### config.mk
export PLATFORM = sky130hd
export DESIGN_NAME = gshare_predictor
export DESIGN_NICKNAME = d
export VERILOG_FILES = /design/src/rtl/gshare_predictor.sv
export SDC_FILE = /design/constraint.sdc
export NUM_CORES = 1
export LEC_CHECK = 0
export BUFFER_PORTS_ARGS = -buffer_cell sky130_fd_sc_hd__clkbuf_2
export CAP_MARGIN = 10
export CORE_UTILIZATION = 30
export DETAILED_ROUTE_END_ITERATION = 16
export HOLD_SLACK_MARGIN = 0.05
export PLACE_DENSITY_LB_ADDON = 0.05
export SYNTH_ARGS = -nofsm -noshare
export SYNTH_HDL_FRONTEND = slang
export SYNTH_SLANG_ARGS = --single-unit
export TNS_END_PERCENT = 10
### constraint.sdc
create_clock -name clock -period 4.84 [get_ports clock]
set_input_delay 0.242 -clock clock [delete_from_list [all_inputs] [get_ports clock]]
set_output_delay 0.242 -clock clock [all_outputs]
set_load 0.005 [all_outputs]
### src/rtl/gshare_predictor.sv
// Gshare branch direction predictor: a table of saturating counters
// indexed by the fetch PC, optionally XORed with a speculative global
// history register. Resolved branches train the table and repair the
// history after a misprediction.
`ifndef XLEN
`define XLEN 32
`endif

module gshare_predictor #(
  parameter int IDX_BITS   = 6,
  parameter int HIST_BITS  = 4,
  parameter int CTR_BITS   = 2,
  parameter int USE_GSHARE = 1
) (
  input  logic                 clock,
  input  logic                 reset,
  input  logic [`XLEN-1:0]     PC,
  input  logic                 if_branch,
  output logic                 predict_taken,
  output logic [HIST_BITS-1:0] pred_ghr,
  input  logic [`XLEN-1:0]     ex_PC,
  input  logic                 ex_branch,
  input  logic                 ex_taken,
  input  logic [HIST_BITS-1:0] ex_ghr,
  input  logic                 ex_mispredict
);

  localparam int DEPTH = 1 << IDX_BITS;
  localparam logic [CTR_BITS-1:0] CTR_MAX  = {CTR_BITS{1'b1}};
  localparam logic [CTR_BITS-1:0] CTR_INIT = CTR_BITS'(1 << (CTR_BITS - 1));

  logic [CTR_BITS-1:0]  ctr_q [DEPTH];
  logic [HIST_BITS-1:0] ghr_q, ghr_d;
  logic [IDX_BITS-1:0]  fetchIdx, updIdx;
  logic [CTR_BITS-1:0]  curCtr, updCtr;
  logic                 unusedPcBits;

  // Only the word-aligned index bits of the PCs reach the table.
  assign unusedPcBits = ^{PC[`XLEN-1:IDX_BITS+2], PC[1:0],
                          ex_PC[`XLEN-1:IDX_BITS+2], ex_PC[1:0]};

  // Fetch and update indices; history folds into the low index bits
  // only in gshare mode, so bimodal mode is PC-only.
  always_comb begin
    fetchIdx = PC[IDX_BITS+1:2];
    updIdx   = ex_PC[IDX_BITS+1:2];
    if (USE_GSHARE != 0) begin
      fetchIdx = fetchIdx ^ IDX_BITS'(ghr_q);
      updIdx   = updIdx ^ IDX_BITS'(ex_ghr);
    end
  end

  // Prediction reads the pre-edge table, so the ex_* inputs never
  // reach predict_taken combinationally.
  assign predict_taken = ctr_q[fetchIdx][CTR_BITS-1];
  assign pred_ghr      = ghr_q;

  // Saturating increment/decrement of the counter being trained.
  always_comb begin
    curCtr = ctr_q[updIdx];
    updCtr = curCtr;
    if (ex_taken) begin
      if (curCtr != CTR_MAX) updCtr = curCtr + 1'b1;
    end else if (curCtr != '0) begin
      updCtr = curCtr - 1'b1;
    end
  end

  // History next state: misprediction repair beats the speculative
  // fetch shift; the cast keeps just the low bits so a 1-bit history
  // becomes the shifted-in bit alone.
  always_comb begin
    ghr_d = ghr_q;
    if (ex_branch && ex_mispredict) begin
      ghr_d = HIST_BITS'({ex_ghr, ex_taken});
    end else if (if_branch) begin
      ghr_d = HIST_BITS'({ghr_q, predict_taken});
    end
  end

  // Counter table: all entries start weakly taken; one entry trained
  // per resolving branch.
  always_ff @(posedge clock or posedge reset) begin
    if (reset) begin
      for (int i = 0; i < DEPTH; i++) ctr_q[i] <= CTR_INIT;
    end else if (ex_branch) begin
      ctr_q[updIdx] <= updCtr;
    end
  end

  // Global history register.
  always_ff @(posedge clock or posedge reset) begin
    if (reset) ghr_q <= '0;
    else       ghr_q <= ghr_d;
  end

endmodule

==> qor.csv <==
metric,value,unit
Post-synth EDFFs,0,
Clock Skew,12.8,ps
Die H,157,um
Die Wd,157,um
root buf cell,clkbuf_16,
Syn Nets,804,
n_diodes,0,
synthesized area,0.00717,sq mm
Slew @ Worst Pin,962,ps
htree depth,4,
"Setup violations, final",0,
die area,0.0245,sq mm
HP Class,in -> reg,
worst path required time,5100,ps
sequential share of power,41.4,%
Worst-Skew Late Latency,430,ps
max-cap violations,0,
Slew Limit Fails,0,
"CTS clk-pin slew, worst paths",60,ps
maximum vdd drop,0.230,mV
Placed Area,0.00779,sq mm
Core Region,0.0235,sq mm
final worst path period share,75.3,%
Clk pwr share,28.9,%
initial antenna violation count,0,
critical-path cell list,"clkbuf_2, xnor2_2, buf_4, nor3_1, a311oi_1, a21oi_1, o311ai_1, nand4_1, o31ai_4, buf_12, a31oi_1",
"Seq/Total Area, Yosys",47.2,%
Final Cell Area,0.00839,sq mm
minimum clock period,3640,ps
DR WL met3,1000,um
total grt overflow,0,
WP data arrival,3900,ps
Crit Path Max Fanout,40,
top sig layer,met4,
Max Freq,274,MHz
Sink Count,132,
crit path capture type,flip-flop,
M1 WL,12200,um
I/O pin count,79,
Worst setup SP type,input port,
first-pass GRT wire length,40400,um
Final Hold Viols,0,
largest net degree at the start of global routing,90,
Avg WL per Cell,23.8,um
Slew headroom,35.6,%
Comb power frac,29.7,%
Power Dens Cells,534,mW/mm^2
Unique masters post-synth,50,
final WL,26100,um
vias in the first global route,6299,
PortBufs,26,
setup ws final,1200,ps
switch share,34.1,%
Leak Pwr,0.00319,uW
post-synthesis cell count,730,
layout cells sized above 1,26.1,%
Detailed Routing Iterations Pass 1,7,
met2 WL,12400,um
routed vias/inst,5.60,
setup TNS,0,ps
RSZ-0062 raised after global routing,false,
worst-case clock buffer depth,2,
Antenna Nets Post-Route,0,
vias,6139,
internal power,2950,uW
sw power,1530,uW
syn_area_per_cell,9.82,sq um
GRT Total Usage,22.8,%
1st-iter DRT viols,506,
CTS tree,built,
Max stage delay on crit path,790,ps
final core occ,35.7,%
"FFs w/ async S/R, synth",100,%
total CTS buffers,17,
HPWL Detailed,17100,um
outcome,"finished, final reports clean",
number of synthesized register bits,132,
starting density of the core,30.5,%
Nets,838,
Yosys warnings,0,
Area Growth Syn to Fin,17.1,%
GP Congestion,0.818,
dominant synthesized flop cell,dfrtp_1,
"Max stage delay cell, worst path",xnor2_2,
Post-route DRC,0,
dpl ws,265,ps
Crit Path Class,in -> reg,
Site Rows,56,
## metal layers
metal | track usage [%] | vias to the layer above
met5 | 0 | -
met4 | 7.66 | 0
met3 | 3.02 | 39
met2 | 37.1 | 177
met1 | 31.1 | 3117
li1 | - | 2806
## what timing repair did
item                       4_1_cts  5_1_grt
hold endpoints to repair        21        0
setup endpoints to repair        0        0
resized for setup                0        0
hold buffers                     1        0
buffers inserted                 0        0
## cell usage in the layout (no fill, tap or decap), types with 17 or more instances in the layout
master       n
clkbuf_2    26
nor3_1      17
a31oi_1    135
dfstp_2     64
nor2_1     202
nand2_1     38
mux4_2      22
dfrtp_1     68
buf_4       29
clkbuf_16   17
## path summary, 6_finish.rpt
kind	slack (ps)	depth (start not counted)	to	start
min in group asynchronous	530	3	ctr_q[64]	reset
worst min-delay path	160	3	pred_ghr[1]	ex_ghr[0]
worst max-delay path	1200	11	ctr_q[84]	ex_ghr[2]
worst max register to register	1810	9	ctr_q[30]	ctr_q[13]
max in group asynchronous	3170	4	ctr_q[16]	reset
worst min register to register	510	2	ctr_q[103]	ctr_q[103]
## worst max-delay path: cells and delay by family
family                    cells  cell delay (ps)
buffers and inverters         3              800
and+or+nand+nor               2              380
xor gates and xnor gates      1              790
AOI/OAI and AO/OA             5             1670
## cells in the mapped netlist, types with 4 or more instances
cell	instances	area share [%]
nor2_1	202	11
a31oi_1	135	12
dfrtp_1	68	24
dfstp_2	64	23
nand2_1	38	2.0
mux4_2	22	6.9
buf_4	18	1.9
nor3_1	17	1.2
a21oi_1	13	0.91
buf_6	13	2.0
nand3_1	12	0.84
clkbuf_1	10	0.52
mux2i_1	10	1.4
a311oi_1	9	1.1
buf_2	9	0.63
o21ai_0	8	0.56
o22ai_1	6	0.52
a221oi_1	5	0.61
a22oi_1	5	0.52
mux2_2	5	0.79
nand4_1	5	0.44
xnor2_1	5	0.61
a32oi_1	4	0.49
## final cells by class
| cell class | count | area, sq um |
|---|---|---|
| flip-flops and latches | 132 | 3380 |
| clock inverters | 12 | 134 |
| well taps | 319 | 399 |
| inverters | 1 | 8.76 |
| repair buffers | 65 | 529 |
| multi-input cells | 547 | 3490 |
| fillers | 2387 | 15100 |
| clock buffers | 20 | 447 |
## sequential cells by signal, summed over array words and instances, names as in the netlist
| name | flops |
|---|---|
| pred_ghr | 4 |
| ctr_q | 128 |
## cells by family (layout without fill, tap and decap cells)
kind of cell / after synthesis / after routing / synth area share [%]
AND/OR/NAND/NOR: 285 / 285 / 16.2
buffers and inverters: 51 / 98 / 5.13
XOR/XNOR: 12 / 12 / 1.89
AO/OA/AOI/OAI: 212 / 212 / 20.1
multiplexers: 38 / 38 / 9.46
flip-flops: 132 / 132 / 47.2
## per-stage QoR
| stage | cells | hold slack (ps) | total power, uW |
|---|---|---|---|
| 2_1_floorplan | 730 | 401 | 2720 |
| 3_3_place_gp | 1062 | 463 | 3170 |
| 3_5_place_dp | 1062 | 477 | 3200 |
| 4_1_cts | 1095 | 148 | 4510 |
| 5_1_grt | 1096 | 187 | 4740 |
| 6_report | 1096 | 159 | 4480 |
## power groups by stage
stage	registers (uW)	logic, uW	clock network [uW]
2_1_floorplan	1750	968	0
3_3_place_gp	1860	1320	0
3_5_place_dp	1870	1340	0
4_1_cts	1850	1340	1320
5_1_grt	1910	1470	1360
6_report	1850	1330	1300
Note: power is estimated with default switching activity, not from simulation.
